--- src/rtl/i2s_pkg.sv ---
// Shared definitions for the I2S sample-feeder controller: FSM encoding,
// register map addresses and register bit positions.
package i2s_pkg;

  typedef enum logic [2:0] {
    ST_IDLE    = 3'd0,
    ST_PREFILL = 3'd1,
    ST_READY   = 3'd2,
    ST_POP_L   = 3'd3,
    ST_POP_R   = 3'd4,
    ST_CAP     = 3'd5
  } i2s_state_e;

  localparam logic [1:0] ADDR_CTRL   = 2'd0;
  localparam logic [1:0] ADDR_STATUS = 2'd1;
  localparam logic [1:0] ADDR_CLKDIV = 2'd2;
  localparam logic [1:0] ADDR_DATA   = 2'd3;

  localparam int CTRL_EN     = 0;
  localparam int CTRL_MUTE   = 1;
  localparam int CTRL_PF_LSB = 8;
  localparam int PF_W        = 6;

  localparam int STAT_UNDERRUN = 3;
  localparam int STAT_OVERFLOW = 4;
  localparam int STAT_FULL     = 5;
  localparam int STAT_EMPTY    = 6;
  localparam int STAT_USED_LSB = 8;

endpackage

--- src/rtl/i2s_ctrl_if.sv ---
// Avalon-MM register slave bus for i2s_ctrl.
interface i2s_ctrl_if;
  logic [1:0]  avs_address;
  logic        avs_read;
  logic [31:0] avs_readdata;
  logic        avs_write;
  logic [31:0] avs_writedata;

  modport master (output avs_address, avs_read, avs_write, avs_writedata,
                  input  avs_readdata);
  modport slave  (input  avs_address, avs_read, avs_write, avs_writedata,
                  output avs_readdata);
endinterface

--- src/rtl/i2s_ctrl_regs.sv ---
// Register file: CTRL/STATUS/CLKDIV/DATA, sticky error flags and the
// registered FIFO push generated by DATA writes.
module i2s_ctrl_regs
  import i2s_pkg::*;
#(
  parameter int DW  = 16,
  parameter int UW  = 6,
  parameter int CDW = 8
) (
  input  logic             clk,
  input  logic             reset,
  i2s_ctrl_if.slave        avs,
  input  i2s_state_e       state,
  input  logic             underrun_set,
  input  logic             fifo_full,
  input  logic [UW-1:0]    fifo_used,
  output logic             en,
  output logic             mute,
  output logic [PF_W-1:0]  prefill,
  output logic [CDW-1:0]   clk_div,
  output logic             fifo_write,
  output logic [DW-1:0]    fifo_wdata
);

  logic            en_q, en_d, mute_q, mute_d;
  logic [PF_W-1:0] pf_q, pf_d;
  logic [CDW-1:0]  div_q, div_d;
  logic            urun_q, urun_d, ovf_q, ovf_d;
  logic            fw_q, fw_d;
  logic [DW-1:0]   fwd_q, fwd_d;
  logic [31:0]     rdata_q, rdata_d, rd_mux, wd;
  logic            wr_ctrl, wr_status, wr_clkdiv, wr_data;

  always_comb begin
    wd        = avs.avs_writedata;
    wr_ctrl   = avs.avs_write && (avs.avs_address == ADDR_CTRL);
    wr_status = avs.avs_write && (avs.avs_address == ADDR_STATUS);
    wr_clkdiv = avs.avs_write && (avs.avs_address == ADDR_CLKDIV);
    wr_data   = avs.avs_write && (avs.avs_address == ADDR_DATA);

    en_d   = en_q;
    mute_d = mute_q;
    pf_d   = pf_q;
    div_d  = div_q;
    if (wr_ctrl) begin
      en_d   = wd[CTRL_EN];
      mute_d = wd[CTRL_MUTE];
      pf_d   = wd[CTRL_PF_LSB +: PF_W];
    end
    if (wr_clkdiv) div_d = wd[CDW-1:0];

    fw_d  = wr_data && !fifo_full;
    fwd_d = wr_data ? wd[DW-1:0] : fwd_q;

    // Write-1-to-clear, but a same-cycle set event takes priority.
    urun_d = (urun_q && !(wr_status && wd[STAT_UNDERRUN])) || underrun_set;
    ovf_d  = (ovf_q  && !(wr_status && wd[STAT_OVERFLOW])) || (wr_data && fifo_full);

    rd_mux = '0;
    case (avs.avs_address)
      ADDR_CTRL: begin
        rd_mux[CTRL_EN]              = en_q;
        rd_mux[CTRL_MUTE]            = mute_q;
        rd_mux[CTRL_PF_LSB +: PF_W]  = pf_q;
      end
      ADDR_STATUS: begin
        rd_mux[2:0]                  = 3'(state);
        rd_mux[STAT_UNDERRUN]        = urun_q;
        rd_mux[STAT_OVERFLOW]        = ovf_q;
        rd_mux[STAT_FULL]            = fifo_full;
        rd_mux[STAT_EMPTY]           = (fifo_used == '0);
        rd_mux[STAT_USED_LSB +: 8]   = 8'(fifo_used);
      end
      ADDR_CLKDIV: rd_mux[CDW-1:0]   = div_q;
      default:     rd_mux            = '0;
    endcase
    rdata_d = avs.avs_read ? rd_mux : rdata_q;
  end

  always_ff @(posedge clk) begin
    if (reset) begin
      en_q    <= 1'b0;
      mute_q  <= 1'b0;
      pf_q    <= '0;
      div_q   <= '0;
      urun_q  <= 1'b0;
      ovf_q   <= 1'b0;
      fw_q    <= 1'b0;
      fwd_q   <= '0;
      rdata_q <= '0;
    end else begin
      en_q    <= en_d;
      mute_q  <= mute_d;
      pf_q    <= pf_d;
      div_q   <= div_d;
      urun_q  <= urun_d;
      ovf_q   <= ovf_d;
      fw_q    <= fw_d;
      fwd_q   <= fwd_d;
      rdata_q <= rdata_d;
    end
  end

  assign en               = en_q;
  assign mute             = mute_q;
  assign prefill          = pf_q;
  assign clk_div          = div_q;
  assign fifo_write       = fw_q;
  assign fifo_wdata       = fwd_q;
  assign avs.avs_readdata = rdata_q;

endmodule

--- src/rtl/i2s_ctrl.sv ---
// I2S sample feeder: pops L/R word pairs from the FIFO on each frame request
// and presents them as a registered pair with a frame_valid strobe.
module i2s_ctrl
  import i2s_pkg::*;
#(
  parameter int DW  = 16,
  parameter int UW  = 6,
  parameter int CDW = 8
) (
  input  logic           clk,
  input  logic           reset,
  i2s_ctrl_if.slave      avs,
  output logic           fifo_write,
  output logic [DW-1:0]  fifo_wdata,
  input  logic           fifo_full,
  output logic           fifo_read,
  input  logic [DW-1:0]  fifo_rdata,
  input  logic [UW-1:0]  fifo_used,
  input  logic           frame_req,
  output logic [DW-1:0]  data_left,
  output logic [DW-1:0]  data_right,
  output logic           frame_valid,
  output logic           i2s_en,
  output logic [CDW-1:0] clk_div
);

  i2s_state_e      state_q, state_d;
  logic            pend_q, pend_d;
  logic [DW-1:0]   stage_q, stage_d, left_q, left_d, right_q, right_d;
  logic            fv_q, fv_d;
  logic            en, mute, urun_set, avail2, prefill_ok;
  logic [PF_W-1:0] prefill;
  logic [DW-1:0]   rword;

  i2s_ctrl_regs #(.DW(DW), .UW(UW), .CDW(CDW)) u_regs (
    .clk          (clk),
    .reset        (reset),
    .avs          (avs),
    .state        (state_q),
    .underrun_set (urun_set),
    .fifo_full    (fifo_full),
    .fifo_used    (fifo_used),
    .en           (en),
    .mute         (mute),
    .prefill      (prefill),
    .clk_div      (clk_div),
    .fifo_write   (fifo_write),
    .fifo_wdata   (fifo_wdata)
  );

  // Two words must be present so neither pop can hit an empty FIFO.
  assign avail2     = 32'(fifo_used) >= 32'd2;
  assign prefill_ok = avail2 && (32'(fifo_used) >= 32'(prefill));
  assign rword      = mute ? '0 : fifo_rdata;

  always_comb begin
    state_d  = state_q;
    pend_d   = pend_q;
    stage_d  = stage_q;
    left_d   = left_q;
    right_d  = right_q;
    fv_d     = 1'b0;
    urun_set = 1'b0;
    case (state_q)
      ST_IDLE: begin
        pend_d = 1'b0;
        if (en) state_d = ST_PREFILL;
      end
      ST_PREFILL: begin
        pend_d = 1'b0;
        if (!en)             state_d = ST_IDLE;
        else if (prefill_ok) state_d = ST_READY;
      end
      ST_READY: begin
        if (!en) begin
          state_d = ST_IDLE;
          pend_d  = 1'b0;
        end else if (frame_req || pend_q) begin
          // A fresh request arriving while the held one is consumed stays held.
          pend_d = pend_q && frame_req;
          if (avail2) begin
            state_d = ST_POP_L;
          end else begin
            left_d   = '0;
            right_d  = '0;
            fv_d     = 1'b1;
            urun_set = 1'b1;
          end
        end
      end
      ST_POP_L, ST_POP_R, ST_CAP: begin
        if (frame_req) begin
          if (pend_q) urun_set = 1'b1;
          else        pend_d   = 1'b1;
        end
        if (state_q == ST_POP_L) state_d = ST_POP_R;
        if (state_q == ST_POP_R) begin
          state_d = ST_CAP;
          stage_d = rword;
        end
        if (state_q == ST_CAP) begin
          left_d  = stage_q;
          right_d = rword;
          fv_d    = 1'b1;
          state_d = en ? ST_READY : ST_IDLE;
          if (!en) pend_d = 1'b0;
        end
      end
      default: state_d = ST_IDLE;
    endcase
  end

  always_ff @(posedge clk) begin
    if (reset) begin
      state_q <= ST_IDLE;
      pend_q  <= 1'b0;
      stage_q <= '0;
      left_q  <= '0;
      right_q <= '0;
      fv_q    <= 1'b0;
    end else begin
      state_q <= state_d;
      pend_q  <= pend_d;
      stage_q <= stage_d;
      left_q  <= left_d;
      right_q <= right_d;
      fv_q    <= fv_d;
    end
  end

  assign fifo_read   = (state_q == ST_POP_L) || (state_q == ST_POP_R);
  assign i2s_en      = (state_q == ST_READY) || (state_q == ST_POP_L) ||
                       (state_q == ST_POP_R) || (state_q == ST_CAP);
  assign data_left   = left_q;
  assign data_right  = right_q;
  assign frame_valid = fv_q;

endmodule

--- src/flat_wrapper.sv ---
// flat-port wrapper written by rule: the top's interface ports become plain ports
module i2s_ctrl_flat import i2s_pkg::*;
#(
  parameter int DW  = 16,
  parameter int UW  = 6,
  parameter int CDW = 8
)
  (clk, reset, fifo_write, fifo_wdata, fifo_full, fifo_read, fifo_rdata, fifo_used, frame_req, data_left, data_right, frame_valid, i2s_en, clk_div, avs_avs_address, avs_avs_read, avs_avs_write, avs_avs_writedata, avs_avs_readdata);
  i2s_ctrl_if avs_i ();
  input  logic clk;
  input  logic reset;
  output logic fifo_write;
  output logic [DW-1:0] fifo_wdata;
  input  logic fifo_full;
  output logic fifo_read;
  input  logic [DW-1:0] fifo_rdata;
  input  logic [UW-1:0] fifo_used;
  input  logic frame_req;
  output logic [DW-1:0] data_left;
  output logic [DW-1:0] data_right;
  output logic frame_valid;
  output logic i2s_en;
  output logic [CDW-1:0] clk_div;
  input wire logic [$bits(avs_i.avs_address)-1:0] avs_avs_address;
  input wire logic [$bits(avs_i.avs_read)-1:0] avs_avs_read;
  input wire logic [$bits(avs_i.avs_write)-1:0] avs_avs_write;
  input wire logic [$bits(avs_i.avs_writedata)-1:0] avs_avs_writedata;
  output wire logic [$bits(avs_i.avs_readdata)-1:0] avs_avs_readdata;
  assign avs_i.avs_address = avs_avs_address;
  assign avs_i.avs_read = avs_avs_read;
  assign avs_i.avs_write = avs_avs_write;
  assign avs_i.avs_writedata = avs_avs_writedata;
  assign avs_avs_readdata = avs_i.avs_readdata;
  i2s_ctrl #(.DW(DW), .UW(UW), .CDW(CDW)) u_core (.clk(clk), .reset(reset), .avs(avs_i), .fifo_write(fifo_write), .fifo_wdata(fifo_wdata), .fifo_full(fifo_full), .fifo_read(fifo_read), .fifo_rdata(fifo_rdata), .fifo_used(fifo_used), .frame_req(frame_req), .data_left(data_left), .data_right(data_right), .frame_valid(frame_valid), .i2s_en(i2s_en), .clk_div(clk_div));
endmodule
--- config.mk ---
export PLATFORM = sky130hd
export DESIGN_NAME = i2s_ctrl_flat
export DESIGN_NICKNAME = d
export VERILOG_FILES = /design/src/rtl/i2s_pkg.sv /design/src/rtl/i2s_ctrl_if.sv /design/src/rtl/i2s_ctrl_regs.sv /design/src/rtl/i2s_ctrl.sv /design/src/flat_wrapper.sv
export SDC_FILE = /design/constraint.sdc
export NUM_CORES = 1
export LEC_CHECK = 0
export BUFFER_PORTS_ARGS = -buffer_cell sky130_fd_sc_hd__buf_2
export CAP_MARGIN = 10
export CORE_MARGIN = 5
export CORE_UTILIZATION = 30
export CTS_CLUSTER_SIZE = 30
export DETAILED_ROUTE_END_ITERATION = 10
export PLACE_DENSITY = 0.5
export SLEW_MARGIN = 20
export SYNTH_ARGS = -nofsm -noshare
export SYNTH_HDL_FRONTEND = slang
export SYNTH_SLANG_ARGS = --single-unit
--- constraint.sdc ---
create_clock -name clk -period 2.2 [get_ports clk]
set_input_delay 0.44 -clock clk [delete_from_list [all_inputs] [get_ports clk]]
set_output_delay 0.44 -clock clk [all_outputs]
set_load 0.005 [all_outputs]
==> results of run 1 <==
[power by group]
part           switching, W  internal, W  leakage (nW)
clock              0.000704     0.000945         0.155
sequential        0.0000221      0.00187         0.825
combinational      0.000171     0.000110          1.28
[state kept, by name (all words and copies together) (netlist names), 3 cells and up]
name / flops
u_core.data_left: 16
u_core.u_regs.prefill: 6
u_core.u_regs.avs.avs_readdata: 14
u_core.u_regs.fifo_wdata: 16
u_core.state_q: 3
u_core.data_right: 16
u_core.stage_q: 16
u_core.u_regs.clk_div: 8
[area by class of cell]
| cell class | instances | area (um2) | share of cell area, % |
|---|---|---|---|
| clock inverter | 5 | 57.6 | 1.11 |
| tap | 180 | 225 | 4.34 |
| timing repair buffer | 131 | 698 | 13.5 |
| clock buffer | 11 | 253 | 4.87 |
| sequential | 102 | 2040 | 39.4 |
| multi-input combinational | 327 | 1870 | 36.1 |
| inverter | 10 | 37.5 | 0.724 |
[cell usage after synthesis (2+ instances only)]
cell type,number
buf_6,3
nor2b_1,17
o31ai_1,2
a211oi_1,7
a21oi_1,61
nand3_1,24
clkbuf_1,30
dfxtp_1,102
a22o_1,36
a22oi_1,7
mux2i_1,2
buf_4,18
nand2_1,88
and2_1,2
ha_1,11
nand3b_1,3
a222oi_1,2
nor2_1,21
o22a_1,2
nand2b_1,7
inv_1,10
[worst min path at each step]
stage                                        to                   startpoint  cells past startpoint
global placement    u_core.u_regs.fifo_wdata[6]  u_core.u_regs.fifo_wdata[6]                      2
global route           u_core.u_regs.fifo_write                    fifo_full                      2
finish                 u_core.u_regs.fifo_write                    fifo_full                      2
CTS                    u_core.u_regs.fifo_write                    fifo_full                      2
detailed placement  u_core.u_regs.fifo_wdata[2]  u_core.u_regs.fifo_wdata[2]                      2
floorplan                     u_core.stage_q[0]            u_core.stage_q[0]                      2
[stage by stage]
step | std cells | hold slack (ns)
global placement | 750 | 0.441
detailed placement | 750 | 0.446
floorplan | 491 | 0.436
global route | 766 | 0.298
finish | 766 | 0.314
CTS | 766 | 0.290
[critical path: stages (launching register included)]
cell	delay, ns
dfxtp_1	0.42
nand2b_1	0.23
or2_1	0.23
nand2_1	0.08
buf_2	0.11
[layer usage]
| metal | up-vias | part of all wire (%) | track usage, % |
|---|---|---|---|
| met5 | - | 0.096 | 0 |
| met2 | 113 | 46 | 23.0 |
| met3 | 8 | 7.8 | 6.00 |
| met4 | 2 | 0.40 | 2.68 |
| li1 | 1823 | - | - |
| met1 | 1733 | 46 | 17.2 |
[cell families after synthesis]
kind of cell	after synthesis
other	1
XOR/XNOR	1
flip-flops	102
adder cells (fa/ha/maj)	11
buffers and inverters	62
AO/OA/AOI/OAI	126
multiplexers	2
AND/OR/NAND/NOR	169
==> results_dict.tcl, run 1 <==
set metrics [dict create \
    crit_type "reg2out" \
    skew_ns 0.00800 \
    vias 3679 \
    fp.dieH_um 128 \
    post-place-ws_ns 0.0540 \
    power_density_nw_per_um2 737 \
    grt_max_degree 34 \
    fin_crit_sh_pct 84.6 \
    layout_commonest_cell "buf_2" \
    max_clock_freq_mhz 537 \
    port_buffers 119 \
    synth_compound_area_share_pct 20.8 \
    synth_fa_ha_area_share_pct 3.30 \
    ys_ff_latch 102 \
    grt_pass1_vias 3683 \
    cts_tree "done" \
    cp_max_fo 10 \
    fin_crit_ns 1.86 \
    initial_core_util_pct 30.3 \
    layout.nets 654 \
    clock_path_buffers 2 \
    p_total_w 0.00382 \
    slew_violations 0 \
    crit_start "u_core.state_q[1]" \
    coreArea_um2 13800 \
    ys_seq_area_share_pct 49.0 \
    synthCells 474 \
    avgSynthCellArea_um2 8.80 \
    rsz0062_at_grt "false" \
    synth-simple-area-share_pct 18.4 \
    clk_pin_slew_ns 0.07 \
    drive_above_1_share_pct 25.9 \
    grt_usage_pct 14.0 \
    fin_util_pct 37.7 \
    rr_worst_depth 5 \
    yosysTopAreaCell "dfxtp_1" \
    grt_overflow 0 \
    peakVddDrop_mv 0.507 \
    fin_ws_ns 0.339 \
    dieArea_um2 16400 \
    fp.dieW_um 128 \
    tightest_slew_ns 0.748 \
    synth-edff-count 0 \
    grt_pass1_wl_mm 18.5 \
    drc_errors 0 \
    crit_path_end_kind "output port" \
    final_cell_mix "119 x buf_2, 102 x dfxtp_1, 88 x nand2_1, 61 x a21oi_1, 36 x a22o_1" \
    cts-hold-fix-buffers 0 \
    p_leak_nw 2.26 \
    ys.warnings.count 0 \
    num_rows 43 \
    clockRootBuffer "clkbuf_16" \
    h-tree-depth 3 \
    outcome "complete, no violations" \
    cp.arrival_ns 1.42 \
    ys.flop_type "dfxtp_1" \
    post-dp-hpwl_mm 8.30 \
    area_growth_pct 24.4 \
    wl_per_cell_um 14.9 \
    numCtsBuffers 9 \
    muxShareOfSynthArea_pct 0.480 \
    antenna_found_initial 1 \
    fillCellCount 1455 \
    regToRegSetupSlack_ns 0.35 \
    start_kind "register" \
    routed_wl_mm 11.5 \
    synth.top_cell.area_share_pct 49.0 \
    synth.area.top_cells "dfxtp_1 49%, nand2_1 7.9%, a22o_1 7.6%, a21oi_1 7.3%, ha_1 3.3%" \
    synthDistinctLibCells 40 \
    synth_xor_area_share_pct 0.210 \
    syn-cell-area_um2 4170 \
    hold_class "in2reg" \
    ys_async_sr_fraction_pct 0 \
    clock_sink_count 102 \
    post_cts_resize_count 0 \
    crit_end "fifo_read" \
    drv_cap 0 \
    synth_top_family_by_area "compound AO/OA/AOI/OAI gates" \
    hold_viol 0 \
    ant_nets 0 \
    finalSetupViolCount 0 \
    crit_required_ns 1.76 \
    worstReg2RegEnd "u_core.data_right[15]" \
    fin_tns_setup_ns 0 \
    vias_per_cell 4.80 \
    max_slew_margin_pct 50.1 \
    diodes 0 \
    r2r-start "u_core.state_q[1]" \
    ios 154 \
    placed_cell_area_um2 4870 \
    clk_latency_ns 0.35 \
    design_area_um2 5190 \
    drt-initial-drc-count 151 \
    gp_congestion 0.803 \
    post_cts_buffers 0 \
    first_pass_iters 4 \
]
(Power assumes the default switching activity.)
==> run 2, diff against run 1 <==
PLACE_DENSITY = 0.52   (was 0.5)
clock period = 1.6 ns   (was 2.2 ns; I/O delays follow)
==> run 2 against run 1 <==
  * The run now ends with setup timing left
  * Clock skew increased by 0.00056 ns
  * Sequential cell count unchanged
  * Setup slack got worse by 0.37 ns
  * Routed wire length increased by 1.8%
  * Sequential share of layout area decreased by 1.6 points
  * Register-to-register slack got worse by 0.32 ns
  * Clock-buffer cell count decreased by 2
  * Design area increased by 4.4%
  * Sequential power increased by 37%
  * Cell count increased by 2.7%
  * Critical endpoint unchanged
  * Largest cell class unchanged
  * Largest power group unchanged
  * Highest routed layer is now met4
==> results_dict.tcl, run 2 (synthesis results as in run 1) <==
set metrics [dict create \
    antenna_found_initial 0 \
    h-tree-depth 3 \
    peakVddDrop_mv 0.792 \
    cpPeakStageDelay_ns 0.32 \
    drv_cap 0 \
    ios 154 \
    num_rows 43 \
    post-dp-hpwl_mm 8.56 \
    p_switching_w 0.00122 \
    p_leak_nw 2.37 \
    fin_ws_ns -0.0319 \
    initial_core_util_pct 30.3 \
    crit_type "reg2out" \
    first_pass_iters 5 \
    ant_nets 0 \
    max_clock_freq_mhz 613 \
    clk_latency_ns 0.35 \
    grt_usage_pct 14.3 \
    hold_viol 0 \
    numCtsBuffers 9 \
    area_growth_pct 29.8 \
    crit_chain "buf_6 > nand2b_4 > or2_1 > nand2_1 > buf_2" \
    start_kind "register" \
    grt_max_degree 36 \
    p_int_w 0.00428 \
    fp.dieH_um 128 \
    final_cell_mix "119 x buf_2, 101 x dfxtp_1, 88 x nand2_1, 61 x a21oi_1, 36 x a22o_1" \
    layout_commonest_cell "buf_2" \
    fin_tns_setup_ns -0.0319 \
    grt_overflow 0 \
    diodes 0 \
    routed_wl_mm 11.7 \
    p_seq_share_pct 47.3 \
    clock_sink_count 102 \
    layout.nets 675 \
    gp_congestion 0.803 \
    dieArea_um2 16400 \
    fin_util_pct 39.3 \
    hold_class "in2reg" \
    drc_errors 0 \
    cp_max_fo 3 \
    clk_pin_slew_ns 0.07 \
    fin_crit_ns 1.63 \
    clockRootBuffer "clkbuf_16" \
    critPathSlowestCell "dfxtp_2" \
    slew_violations 0 \
    drive_above_1_share_pct 29.0 \
    vias 3768 \
    rsz0062_at_grt "true" \
    crit_path_end_kind "output port" \
    wl_per_cell_um 14.8 \
    drt-initial-drc-count 175 \
    post-place-ws_ns -0.374 \
    vias_per_cell 4.79 \
    skew_ns 0.00856 \
    crit_required_ns 1.28 \
    grt_pass1_vias 3709 \
    clockPowerShare_pct 45.2 \
    cts_tree "done" \
    violations "setup timing" \
    cp.arrival_ns 1.31 \
    p_comb_share_pct 7.5 \
    clock_path_buffers 2 \
    fp.dieW_um 128 \
    coreArea_um2 13800 \
    fin_crit_sh_pct 102 \
    grt_pass1_wl_mm 18.7 \
    port_buffers 119 \
    outcome "finished with violations" \
    sw_frac_of_total_pct 22.2 \
    power_density_nw_per_um2 1020 \
    finalSetupViolCount 1 \
]
==> run 2: timing repair <==
action                     4_1_cts  5_1_grt
pin swaps                        1        1
cloned                           0        0
setup buffers                    4        0
gates resized for setup          5        1
hold buffers                     0        0
setup endpoints to repair       13       35
==> run 2: worst paths after layout <==
| kind | cells after the start | from | endpoint | slack [ns] |
|---|---|---|---|---|
| setup / recovery | 5 | u_core.state_q[1] | fifo_read | -0.03 |
| hold / removal | 2 | fifo_full | u_core.u_regs.fifo_write | 0.19 |
| setup reg to reg | 5 | u_core.state_q[2] | u_core.data_right[7] | 0.03 |
| hold reg to reg | 2 | u_core.u_regs.fifo_wdata[10] | u_core.u_regs.fifo_wdata[10] | 0.45 |
==> run 2: worst max-delay path, delay by kind of cell, from the launching register on <==
kind,cells,cell delay [ns]
AND/OR/NAND/NOR,3,0.41
buffers and inverters,2,0.23
flip-flops,1,0.32
==> run 2: metal layers <==
| metal | track usage [%] | part of all wire (%) | routed length, um |
|---|---|---|---|
| met5 | 0 | 0 | 0 |
| met4 | 4.62 | 1.1 | 123 |
| met3 | 5.04 | 7.2 | 838 |
| met2 | 23.4 | 49 | 5670 |
| met1 | 17.4 | 43 | 5020 |
==> run 2: area by class of cell <==
cell class / instances / area [um2]
clock inverter: 7 / 120
inverter: 10 / 37.5
sequential: 102 / 2040
multi-input combinational: 327 / 1890
fill: 1429 / 8360
clock buffer: 9 / 225
tap: 180 / 225
timing repair buffer: 152 / 876
==> run 2: stage by stage <==
stage               cell area [um2]  total power [W]  hold slack (ns)  cells
floorplan                      4240          0.00291            0.399    491
global placement               5010          0.00307            0.441    767
detailed placement             5010          0.00307            0.448    767
CTS                            5410          0.00559            0.171    787
global route                   5420          0.00575            0.190    787
finish                         5420          0.00550            0.190    787
==> run 2: power groups by stage <==
stage | Combinational [W] | Sequential (W) | Clock (W)
after floorplan | 0.000249 | 0.00266 | 0
after global placement | 0.000408 | 0.00266 | 0
after detailed placement | 0.000414 | 0.00266 | 0
after CTS | 0.000417 | 0.00260 | 0.00257
after global routing | 0.000464 | 0.00261 | 0.00268
final | 0.000413 | 0.00260 | 0.00249
==> run 3, diff against run 2 <==
ABC_AREA = 1   (was not set)
CORE_UTILIZATION = 45   (was 30)
PLACE_DENSITY = 0.73   (was 0.52)
==> run 3 against run 2 <==
  * The run now ends clean
  * Routed wire length up 2.7%
  * Maximum frequency rose by 2.6%
  * Largest power group unchanged
  * Core utilization grew 18 points
  * Cell count is 2.9% higher
  * Clock skew increased by 0.0023 ns
  * Clock power is 37% lower
  * Non-clock buffer count fell by 12
  * Global-route usage increased by 6.4 points
==> results_dict.tcl, run 3 <==
set metrics [dict create \
    cts_tree "done" \
    synth-edff-count 0 \
    drive_above_1_share_pct 28.0 \
    skew_ns 0.0109 \
    fin_crit_sh_pct 99.4 \
    numCtsBuffers 9 \
    first_pass_iters 5 \
    yosys-top-cells-count "103 x nand2_1, 102 x dfxtp_1, 67 x o21ai_0, 62 x nor2_1, 42 x a21oi_1" \
    power_density_nw_per_um2 967 \
    min_from "fifo_full" \
    ys.warnings.count 0 \
    wl_met1_mm 5.13 \
    synth.area.top_cells "dfxtp_1 47%, nand2_1 9.0%, o21ai_0 7.8%, nor2_1 5.4%, a21oi_1 4.9%" \
    coreArea_um2 9280 \
    clk_latency_ns 0.37 \
    ys.flop_type "dfxtp_1" \
    fp.dieW_um 108 \
    fillCellCount 879 \
    dr.max_layer_used "met4" \
    ys_async_sr_fraction_pct 0 \
    ant_nets 0 \
    dieArea_um2 11700 \
    seq_area_um2 2050 \
    p_leak_nw 2.54 \
    grt_max_degree 39 \
    drv_cap 0 \
    clockRootBuffer "clkbuf_8" \
    slew_violations 0 \
    synthDistinctLibCells 27 \
    peakVddDrop_mv 0.490 \
    layout_commonest_cell "buf_2" \
    clockPowerShare_pct 30.8 \
    p_total_w 0.00512 \
    clock_sink_count 102 \
    drt-initial-drc-count 190 \
    clk_pin_slew_ns 0.11 \
    p_int_w 0.00357 \
    vias_per_cell 5.08 \
    drc_errors 0 \
    synth_fa_ha_area_share_pct 3.19 \
    grt_usage_pct 20.6 \
    post-place-ws_ns 0.0310 \
    regToRegSetupSlack_ns 0.11 \
    path_delay_family "flip-flops" \
    wl_met3_mm 1.01 \
    instances_no_fill 810 \
    finalSetupViolCount 0 \
    fp.dieH_um 108 \
    hold_class "in2reg" \
    routed_wl_mm 12.0 \
    vias 4116 \
    path_buf_inv 2 \
    final_cell_mix "119 x buf_2, 99 x nand2_1, 99 x dfxtp_1, 66 x o21ai_0, 62 x nor2_1" \
    crit_path_end_kind "output port" \
    dpl.cell_count 787 \
    layout.nets 749 \
    crit_start "u_core.state_q[0]" \
    initial_core_util_pct 46.5 \
    synth-simple-area-share_pct 20.0 \
    cts-hold-fix-buffers 0 \
    hold_viol 0 \
    num_rows 35 \
    port_buffers 119 \
    p_seq_share_pct 53.4 \
    clock_path_buffers 2 \
    fin_ws_ns 0.00989 \
    gp_congestion 0.856 \
    p_switching_w 0.00155 \
    grt_pass1_wl_mm 19.1 \
    syn-cell-area_um2 4320 \
    max_clock_freq_mhz 629 \
    wl_per_cell_um 14.8 \
    synth_top_family_by_area "simple AND/OR/NAND/NOR gates" \
    h-tree-depth 3 \
    grt_overflow 0 \
    crit_chain "nor2_4 > nand2_2 > nand2_4 > buf_4 > buf_2" \
    start_kind "register" \
    grt_pass1_vias 3974 \
    rsz0062_at_grt "true" \
    crit_type "reg2out" \
    cpPeakStageDelay_ns 0.38 \
    avgSynthCellArea_um2 7.79 \
    sw_frac_of_total_pct 30.2 \
    outcome "complete, no violations" \
    post-dp-hpwl_mm 8.65 \
    cp_max_fo 4 \
    synth_compound_area_share_pct 18.9 \
    ys_ff_latch 102 \
    critPathSlowestCell "dfxtp_4" \
    r2r-start "u_core.u_regs.prefill[4]" \
    ys_seq_area_share_pct 47.3 \
    diodes 0 \
    fin_crit_ns 1.59 \
    muxShareOfSynthArea_pct 0 \
    synth.top_cell.area_share_pct 47.3 \
    area_growth_pct 22.6 \
    multiInputGateArea_um2 1920 \
    cp.arrival_ns 1.27 \
    yosysTopAreaCell "dfxtp_1" \
    wl_met2_mm 5.54 \
    synth.most_common_cell "nand2_1" \
    crit_required_ns 1.28 \
    ios 154 \
    synth_xor_area_share_pct 0 \
    synthCells 554 \
    p_comb_share_pct 15.7 \
    antenna_found_initial 0 \
]
## run 3: timing repair
action	CTS	global route
setup endpoints to repair	2	4
pin swaps	3	3
hold endpoints to repair	0	0
setup buffers	5	2
gates resized for setup	12	7
## run 3: logic make-up after synthesis
kind of cell,Yosys count
other cells,1
fa+ha+maj,11
simple gates,204
compound gates,144
flops,102
buf+inv,92
## run 3: worst paths after layout
kind,endpoint,cells after the start
worst max-delay path,fifo_read,5
worst min-delay path,u_core.u_regs.fifo_write,2
worst max register to register,u_core.state_q[1],11
worst min register to register,u_core.u_regs.avs.avs_readdata[5],2
## run 3: metrics by stage
step                      util, %  TNS, ns  instance area [um2]  hold WS [ns]
after CTS                    56.6        0                 5260         0.137
after detailed placement     53.9        0                 5000         0.454
after global placement       53.9        0                 5000         0.449
final                        57.0        0                 5300         0.159
after global routing         57.0   -0.111                 5300         0.146
after floorplan                 -        0                 4380         0.399
## run 3: area by class of cell
cell class	instances	area share [%]
flip-flops and latches	102	38.8
multi-input cells	377	36.2
repair buffers	140	14.9
inverters	46	3.45
well taps	129	3.05
clock buffers	9	2.34
clock inverters	7	1.23
## run 3: power by group through the flow
stage	Clock (W)	Sequential [W]	Combinational, W
2_1_floorplan	0	0.00277	0.000476
3_3_place_gp	0	0.00277	0.000679
3_5_place_dp	0	0.00278	0.000698
4_1_cts	0.00163	0.00273	0.000769
5_1_grt	0.00175	0.00275	0.000902
6_report	0.00158	0.00273	0.000806
## run 3: metal layers
metal  global-route usage [%]  up-vias
met1                     26.2     1889
li1                         -     2028
met5                        0        -
met4                     8.03        0
met2                     33.7      171
met3                     5.31       28
